`src/rtl/dtack_wait_pkg.sv`:
```
// dtack_wait_pkg: shared FSM encoding and defaults
// for the dtack_wait_gen wait-state generator.
package dtack_wait_pkg;

  localparam logic [1:0] S_IDLE  = 2'd0;
  localparam logic [1:0] S_COUNT = 2'd1;
  localparam logic [1:0] S_EXTW  = 2'd2;
  localparam logic [1:0] S_ACK   = 2'd3;

  typedef enum logic [1:0] {
    ST_IDLE  = S_IDLE,
    ST_COUNT = S_COUNT,
    ST_EXTW  = S_EXTW,
    ST_ACK   = S_ACK
  } state_t;

  localparam int NUM_ZONES_DEF   = 4;
  localparam int CNT_W_DEF       = 3;
  localparam int TIMEOUT_CYC_DEF = 255;

endpackage

```
`src/rtl/dtack_zone_prio.sv`:
```
// dtack_zone_prio: picks the lowest-index asserted
// zone and forwards its wait count and ext flag.
module dtack_zone_prio
  import dtack_wait_pkg::*;
#(
  parameter int NUM_ZONES = NUM_ZONES_DEF,
  parameter int CNT_W     = CNT_W_DEF
) (
  input  logic [NUM_ZONES-1:0]       n_zone,
  input  logic [NUM_ZONES*CNT_W-1:0] zone_wait,
  input  logic [NUM_ZONES-1:0]       zone_ext,
  output logic [CNT_W-1:0]           sel_w,
  output logic                       sel_e,
  output logic                       any_zone
);

  // Scan high to low so the lowest asserted index wins
  always_comb begin
    sel_w    = '0;
    sel_e    = 1'b0;
    any_zone = 1'b0;
    for (int i = NUM_ZONES - 1; i >= 0; i--) begin
      if (!n_zone[i]) begin
        sel_w    = zone_wait[i*CNT_W +: CNT_W];
        sel_e    = zone_ext[i];
        any_zone = 1'b1;
      end
    end
  end

endmodule

```
`src/rtl/dtack_wait_gen.sv`:
```
// dtack_wait_gen: 68K DTACK wait-state generator.
// Optional bus-error timeout: define DTACK_TIMEOUT_EN.
module dtack_wait_gen
  import dtack_wait_pkg::*;
#(
  parameter int NUM_ZONES   = NUM_ZONES_DEF,
  parameter int CNT_W       = CNT_W_DEF,
  parameter int TIMEOUT_CYC = TIMEOUT_CYC_DEF
) (
  input  logic                       CLK,
  input  logic                       nRESET,
  input  logic                       CLK_EN_68K_P,
  input  logic                       nAS,
  input  logic [NUM_ZONES-1:0]       nZONE,
  input  logic [NUM_ZONES*CNT_W-1:0] ZONE_WAIT,
  input  logic [NUM_ZONES-1:0]       ZONE_EXT,
  input  logic                       EXT_RDY,
  output logic                       nDTACK,
  output logic                       WAIT_ACTIVE,
  output logic                       nBERR
);

  logic [CNT_W-1:0] sel_w;
  logic             sel_e;
  logic             any_zone;

  state_t           state;
  logic [CNT_W-1:0] cnt;
  logic             e_q;
  logic             wait_q;
  logic             ack_q;

  logic             zw_sel;
  logic             zw_ack;
  logic             ack;
  logic             berr;

  dtack_zone_prio #(
    .NUM_ZONES (NUM_ZONES),
    .CNT_W     (CNT_W)
  ) u_prio (
    .n_zone    (nZONE),
    .zone_wait (ZONE_WAIT),
    .zone_ext  (ZONE_EXT),
    .sel_w     (sel_w),
    .sel_e     (sel_e),
    .any_zone  (any_zone)
  );

  assign zw_sel = ~any_zone | ((sel_w == '0) & ~sel_e);
  assign zw_ack = (state == ST_IDLE) & zw_sel;
  assign ack    = ack_q | zw_ack;

  // Bus-cycle FSM; counter holds the latched wait count
  always_ff @(posedge CLK or negedge nRESET) begin
    if (!nRESET) begin
      state  <= ST_IDLE;
      cnt    <= '0;
      e_q    <= 1'b0;
      wait_q <= 1'b0;
      ack_q  <= 1'b0;
    end else if (CLK_EN_68K_P) begin
      if (nAS) begin
        state  <= ST_IDLE;
        cnt    <= '0;
        e_q    <= 1'b0;
        wait_q <= 1'b0;
        ack_q  <= 1'b0;
      end else begin
        unique case (state)
          ST_IDLE: begin
            if (sel_w != '0) begin
              state  <= ST_COUNT;
              cnt    <= sel_w;
              e_q    <= sel_e;
              wait_q <= 1'b1;
            end else if (sel_e) begin
              state  <= ST_EXTW;
              e_q    <= 1'b1;
              wait_q <= 1'b1;
            end
          end
          ST_COUNT: begin
            if (cnt == CNT_W'(1)) begin
              if (e_q) begin
                state <= ST_EXTW;
              end else begin
                state  <= ST_ACK;
                wait_q <= 1'b0;
                ack_q  <= 1'b1;
              end
            end else begin
              cnt <= cnt - CNT_W'(1);
            end
          end
          ST_EXTW: begin
            if (EXT_RDY) begin
              state  <= ST_ACK;
              wait_q <= 1'b0;
              ack_q  <= 1'b1;
            end
          end
          ST_ACK: begin
            state <= ST_ACK;
          end
          default: begin
            state  <= ST_IDLE;
            wait_q <= 1'b0;
            ack_q  <= 1'b0;
          end
        endcase
      end
    end
  end

`ifdef DTACK_TIMEOUT_EN
  localparam int TO_W = $clog2(TIMEOUT_CYC + 1);

  logic [TO_W-1:0] to_cnt;
  logic            berr_q;

  // Count unacknowledged ticks; bus error sticks until nAS rises
  always_ff @(posedge CLK or negedge nRESET) begin
    if (!nRESET) begin
      to_cnt <= '0;
      berr_q <= 1'b0;
    end else if (CLK_EN_68K_P) begin
      if (nAS) begin
        to_cnt <= '0;
        berr_q <= 1'b0;
      end else if (!berr_q && !ack) begin
        to_cnt <= to_cnt + TO_W'(1);
        if (to_cnt == TO_W'(TIMEOUT_CYC - 1))
          berr_q <= 1'b1;
      end
    end
  end

  assign berr = berr_q;
`else
  logic unused_timeout;
  assign unused_timeout = ^TIMEOUT_CYC;
  assign berr = 1'b0;
`endif

  assign nDTACK      = ~nRESET | nAS | ~ack | berr;
  assign WAIT_ACTIVE = wait_q;
  assign nBERR       = ~berr;

endmodule

```
`config.mk`:
```
export PLATFORM = sky130hd
export DESIGN_NAME = dtack_wait_gen
export DESIGN_NICKNAME = d
export VERILOG_FILES = /design/src/rtl/dtack_wait_pkg.sv /design/src/rtl/dtack_zone_prio.sv /design/src/rtl/dtack_wait_gen.sv
export SDC_FILE = /design/constraint.sdc
export NUM_CORES = 1
export LEC_CHECK = 0
export ABC_CLOCK_PERIOD_IN_PS = 2100
export CAP_MARGIN = 0
export CORE_MARGIN = 5
export CORE_UTILIZATION = 30
export DETAILED_ROUTE_END_ITERATION = 12
export HOLD_SLACK_MARGIN = 0.1
export PLACE_DENSITY_LB_ADDON = 0.08
export SKIP_LAST_GASP = 1
export SYNTH_ARGS = -nofsm -noshare
export SYNTH_HDL_FRONTEND = slang
export SYNTH_SLANG_ARGS = --single-unit
```
`constraint.sdc`:
```
create_clock -name CLK -period 2.1 [get_ports CLK]
set_input_delay 0.42 -clock CLK [delete_from_list [all_inputs] [get_ports CLK]]
set_output_delay 0.42 -clock CLK [all_outputs]
set_load 0.1 [all_outputs]
```
==> results.md, run 1 <==
* Post-DP HPWL at 1860 um
* Post-Place Cell Area at about 1200 um2
* IO Port Bufs at 26
* Commonest non-fill, non-tap cell in the layout: buf_4
* Placed cells at around 170
* CTS H-tree lvls at 1
* Worst hold path type: flip-flop to flip-flop
* Die Area at roughly 3800 um2
* Largest net degree at the start of global routing at 9
* Rows at 18
* Layout Nets at 179
* Initial core utilization at 0.316
* Post-synth design cell area at about 800 um2
* Max clock buf depth at 2
* Reg2reg end: cnt[0]
* Post-synth cell types at 44
* CP Launch Type: input pin
* TritonCTS buffer count at 3
* Hold Startpoint: cnt[1]
* CP max FO at 3
* Post-Synthesis Cells at 100
* ANT nets after route at 0
* Critical path type: input pin to output port
* Violated checks: setup timing
* Post-synth ARST share at 1.00
* # fillers at 244
* Total wire length at around 2400 um
* Reg area at 200 um2
* Clk root buf: clkbuf_4
* Post-route cell area at between 1000 and 1500 um2
* Post-Layout Cell Count at approximately 180
* Seq/Total Area, Yosys at 0.251
* Max Transition Viols Final at 0
* Core area at roughly 2500 um2
* Aggregate global routing overflow at 0
* Hold path cells at 2
* DRC viols at 0
* Worst path cell trace: buf_6, and2b_2, a221o_1, and2_4, or3_4, nor2_4, o311ai_4, buf_12
* Vias/cell at ~5
* Die width at 61.6 um
* Slowest CP cell: or3_4
* First-pass GRT wire length at between 4000 and 5000 um
* Share of the synthesized area in the top cell type at 0.251
* VDD IR-drop max at around 0.85 mV
* Outcome: finished with violations
* Final Skew at roughly 0.0043 ns
* DRT iter0 DRCs at 22
* CP top delay family: simple AND/OR/NAND/NOR gates
* Gpl congestion at 0.732
* Final worst-path cycle share at 1.16
* Synth-to-layout area growth at 64.9%
* Max stage delay on crit path at between 0.3 and 0.4 ns
* Max_cap viols at 0
* Total GRT Usage at 0.142
* Vias in the first global route at 928
* TritonCTS clock tree: yes
* Fin Hold WS at ~0.48 ns
* Die Span Y at 61.6 um
* Initial antenna violation count at 0
* Post-synth top area cell: dfrtp_1
* Yosys warns at 0
* Synth top area cells: dfrtp_1 (25%), ha_1 (9.4%), nor2_1 (5.2%), inv_1 (4.7%), a21oi_1 (4.4%)
* Share of layout cells above drive strength 1 at 0.315
* Multi-input logic area at slightly below 600 um2
* Worst setup margin at -0.343 ns
* Antenna diodes at 0
* Unrepaired setup endpoints after global routing: true
* CP endpoint kind: output port
* Setup TNS at -0.585 ns
* Avg Synthesized Cell Area at 7.98 um2
* Clock transition at path regs at ~0.050 ns
* Final setup vio count at 2
* Via count at ~900
* I/O Pins at 28
* Most frequent cells in the layout: buf_4 (21), clkdlybuf4s50_1 (12), inv_1 (10), nor2_1 (10)
* Final design utilization at 0.522
* DRT Pass-1 Iters at 4
* Fmax at around 400 MHz
* Worst Path Required at roughly 1.7 ns
* Worst r2r src: state[0]
* DR WL/cell at around 13 um
* Clk Latency, worst-skew pair at approximately 0.25 ns
* Top_reg_cell synth: dfrtp_1
* Final min period at 2.44 ns
* FF-to-FF setup slack at 0.19 ns
* Synthesized flop and latch total at 8
* Power per Cell Area at 834 nW/um2
* Crit path DAT at roughly 2 ns
* Reg2Reg Depth at 7
* Total clock sinks at 8
* Hold endpoint: cnt[1]
* Fin. Hold Viols at 0
* Worst path bufs/invs at 2
* Leakage at 0.594 nW
* Post-synth EDFFs at 0
* Net Count, Synth at approximately 130
-- layout make-up --
cell class	instances	area share
Sequential cell	8	0.152
Clock buffer	3	0.0171
Timing Repair Buffer	48	0.321
Multi-Input combinational cell	77	0.452
Tap cell	30	0.0285
Inverter	10	0.0285
-- synthesized netlist by cell type, types with 3 or more instances --
cell / n
ha_1: 6
a21oi_1: 7
nand2b_1: 3
dfrtp_1: 8
nand2_1: 7
inv_1: 10
nand3_1: 3
nor2_1: 11
-- registers in the layout, indices dropped and copies added (netlist names) --
signal / cells
e_q: 1
cnt: 3
WAIT_ACTIVE: 1
state: 2
ack_q: 1
-- cell families after synthesis --
kind of cell,after synthesis,share of synthesized area
buf+inv,15,0.0846
simple gates,37,0.249
flops,8,0.251
fa+ha+maj,6,0.0940
other cells,1,0.00470
mux,2,0.0251
compound gates,31,0.292
-- timing repair --
item                       CTS  global route
hold buffers                 0             0
pin swaps                   18             3
setup endpoints to repair    8             7
gates resized for setup     36             3
buffers inserted             9             2
-- metal layers --
layer	wire length [um]	GRT usage	part of all wire
met1	1030	0.184	0.44
met2	1150	0.230	0.49
met3	148	0.0440	0.063
met4	31	0.0333	0.013
met5	0	0	0
-- where the power goes --
group / internal, mW / switching, mW / total (mW) / leakage [nW]
Sequential: 0.222 / 0.0643 / 0.287 / 0.101
Clock: 0.0653 / 0.0515 / 0.117 / 0.0138
Combinational: 0.309 / 0.385 / 0.694 / 0.478
-- stage by stage --
step                power, mW  worst slack, ns
finish                   1.10           -0.343
global route             1.22           -0.400
CTS                      1.11           -0.337
detailed placement      0.961           -0.800
global placement        0.962           -0.778
floorplan               0.748           -0.273
-- how the worst max path moves through the flow --
stage,startpoint,to,slack [ns],cells past startpoint
finish,nZONE[2],nDTACK,-0.34,8
global route,nZONE[2],nDTACK,-0.40,8
CTS,nZONE[2],nDTACK,-0.34,8
detailed placement,nZONE[3],nDTACK,-0.80,8
global placement,nZONE[3],nDTACK,-0.78,8
floorplan,nZONE[3],nDTACK,-0.27,6
-- tightest hold or removal path, stage by stage, from the launching register on --
cell and delay (ns):
dfrtp_1 0.34, nand2_1 0.05, o311ai_1 0.06
Power figures use the tool's default switching activity.
==> run 2, diff against run 1 <==
--- a/config.mk
+++ b/config.mk
@@ -5,7 +5,7 @@
 export SDC_FILE = /design/constraint.sdc
 export NUM_CORES = 1
 export LEC_CHECK = 0
-export ABC_CLOCK_PERIOD_IN_PS = 2100
+export ABC_CLOCK_PERIOD_IN_PS = 2700
 export CAP_MARGIN = 0
 export CORE_MARGIN = 5
 export CORE_UTILIZATION = 30
==> constraint.sdc (replaced) <==
create_clock -name CLK -period 2.7 [get_ports CLK]
set_input_delay 0.54 -clock CLK [delete_from_list [all_inputs] [get_ports CLK]]
set_output_delay 0.54 -clock CLK [all_outputs]
set_load 0.1 [all_outputs]
==> results.md, run 2 (synthesized netlist as in run 1, its figures left out) <==
* Synth-to-layout area growth at 68.7%
* First-pass GRT wire length at 3920 um (-3.4%)
* Top Registers: cnt (3), state (2)
* Total GRT Usage at 0.139 (-0.00298)
* Max stage delay on crit path at 0.41 ns (+0.03 ns)
* Final setup vio count at 0 (-2)
* Worst Path Required at 2.16 ns (+0.48 ns)
* Initial core utilization at 0.316 (unchanged)
* DRT iter0 DRCs at 15 (-32%)
* Worst path cell trace: buf_6, and2b_2, buf_6, a221oi_2, nor2_2, or3_4, nor2_4, o311ai_4, buf_12
* Outcome: completed
* Vias/cell at 5.12 (about the same)
* Clk Latency, worst-skew pair at 0.26 ns (about the same)
* Power per Cell Area at 634 nW/um2 (-24%)
* Final worst-path cycle share at 0.988
* DRC viols at 0 (unchanged)
* CP endpoint kind: output port
* Max clock buf depth at 2 (unchanged)
* Most frequent cells in the layout: buf_4 (23), clkdlybuf4s50_1 (13), inv_1 (10)
* Largest register by flop count: cnt
* Fin. Hold Viols at 0 (unchanged)
* Die Span Y at 61.6 um (unchanged)
* Fin Hold WS at 0.493 ns (+0.00903 ns)
* Flop pwr share at 0.265 (+0.004)
* FF-to-FF setup slack at 0.70 ns (+0.51 ns)
* Sw Share at 0.460 (+0.00345)
* Total clock sinks at 8 (unchanged)
* CTS H-tree lvls at 1 (unchanged)
* Slowest CP cell: or3_4
* CP Launch Type: input pin
* Max Transition Viols Final at 0 (unchanged)
* Aggregate global routing overflow at 0 (unchanged)
* NetSw at 0.392 mW (-22%)
* Max_cap viols at 0 (unchanged)
* Internal power at 0.461 mW (-23%)
* Final min period at 2.67 ns
* Share of layout cells above drive strength 1 at 0.320 (+0.00466)
* Largest register FFs at 3 (unchanged)
* Commonest non-fill, non-tap cell in the layout: buf_4
* Initial antenna violation count at 0 (unchanged)
* Pre-CTS WS at -0.469 ns (+0.332 ns)
* Clk pwr share at 0.108 (about the same)
* Setup TNS at 0 ns (+0.585 ns)
* Critical path type: input pin to output port
* Via count at 906 (+0.55%)
* Die width at 61.6 um (unchanged)
* Rows at 18 (unchanged)
* Fmax at between 300 and 400 MHz
* Clock transition at path regs at 0.05 ns (about the same)
* Worst setup margin at 0.0312 ns (+0.375 ns)
* Antenna diodes at 0 (unchanged)
* Power, Total at 0.853 mW (-22%)
* Logic pwr share at 0.628 (-0.004)
* VDD IR-drop max at 0.500 mV (-41%)
* TritonCTS clock tree: yes
* Vias in the first global route at 899 (-3.1%)
* Core area at 2520 um2 (unchanged)
* Leakage at 0.634 nW (+6.8%)
* Crit path DAT at 2.13 ns (+0.11 ns)
* Final Skew at 0.00417 ns (-0.000129 ns)
* Post-DP HPWL at 1860 um (+0.18%)
* IO Port Bufs at 26 (unchanged)
* Layout Nets at 180 (+0.56%)
* Clk root buf: clkbuf_4
* I/O Pins at 28 (unchanged)
* CP max FO at 3 (unchanged)
* ANT nets after route at 0 (unchanged)
* DRT Pass-1 Iters at 4 (unchanged)
* Gpl congestion at 0.752 (+2.6%)
* Largest net degree at the start of global routing at 14 (+5)
* Cts hold-fix bufs at 0 (unchanged)
* TritonCTS buffer count at 3 (unchanged)
* DR WL/cell at 13.5 um (+0.45%)
* Die Area at 3790 um2 (unchanged)
* Most used cell, CP: buf_6
* Worst hold path type: flip-flop to flip-flop
* Total wire length at 2380 um (+1.0%)
run 2: timing repair:
action                                  CTS  global route
gates resized for setup                  18            16
pin swaps                                 9            11
endpoints found under the setup margin    1             3
buffers inserted                          9             0
run 2: power by group through the flow:
stage	Combinational [mW]	Clock, mW	Sequential [mW]
floorplan	0.328	0	0.253
global placement	0.507	0	0.226
CTS	0.530	0.0972	0.226
global route	0.598	0.106	0.237
detailed placement	0.507	0	0.228
finish	0.535	0.0920	0.226
run 2: layout make-up:
class | count | area [um2]
Clock buffer | 3 | 22.5
Fill cell | 250 | 1180
Inverter | 10 | 37.5
Multi-Input combinational cell | 77 | 602
Sequential cell | 8 | 200
Tap cell | 30 | 37.5
Timing Repair Buffer | 49 | 447
run 2: routing by layer:
layer | track usage | wire length (um)
met1 | 0.178 | 1110
met2 | 0.235 | 1200
met3 | 0.0377 | 69
met4 | 0.0273 | 8
met5 | 0 | 0
run 2: through the flow:
step                      cells  utilization  area [um2]
after floorplan             100            -         821
after global placement      165        0.476        1200
after detailed placement    165        0.476        1200
after CTS                   177        0.516        1300
after global routing        177        0.534        1350
final                       177        0.534        1350
run 2: worst max-delay path: cells and delay by family:
family                 cells  cell delay (ns)
AO/OA/AOI/OAI              2             0.35
AND/OR/NAND/NOR            4             0.82
buffers and inverters      3             0.40
run 2: path summary, 6_finish.rpt:
path	startpoint	end	cells after the start
hold reg to reg	cnt[1]	cnt[1]	2
setup reg to reg	state[1]	cnt[0]	6
max in group asynchronous	nRESET	e_q	2
min in group asynchronous	nRESET	cnt[0]	2
hold / removal	cnt[1]	cnt[1]	2
setup / recovery	nZONE[2]	nDTACK	9
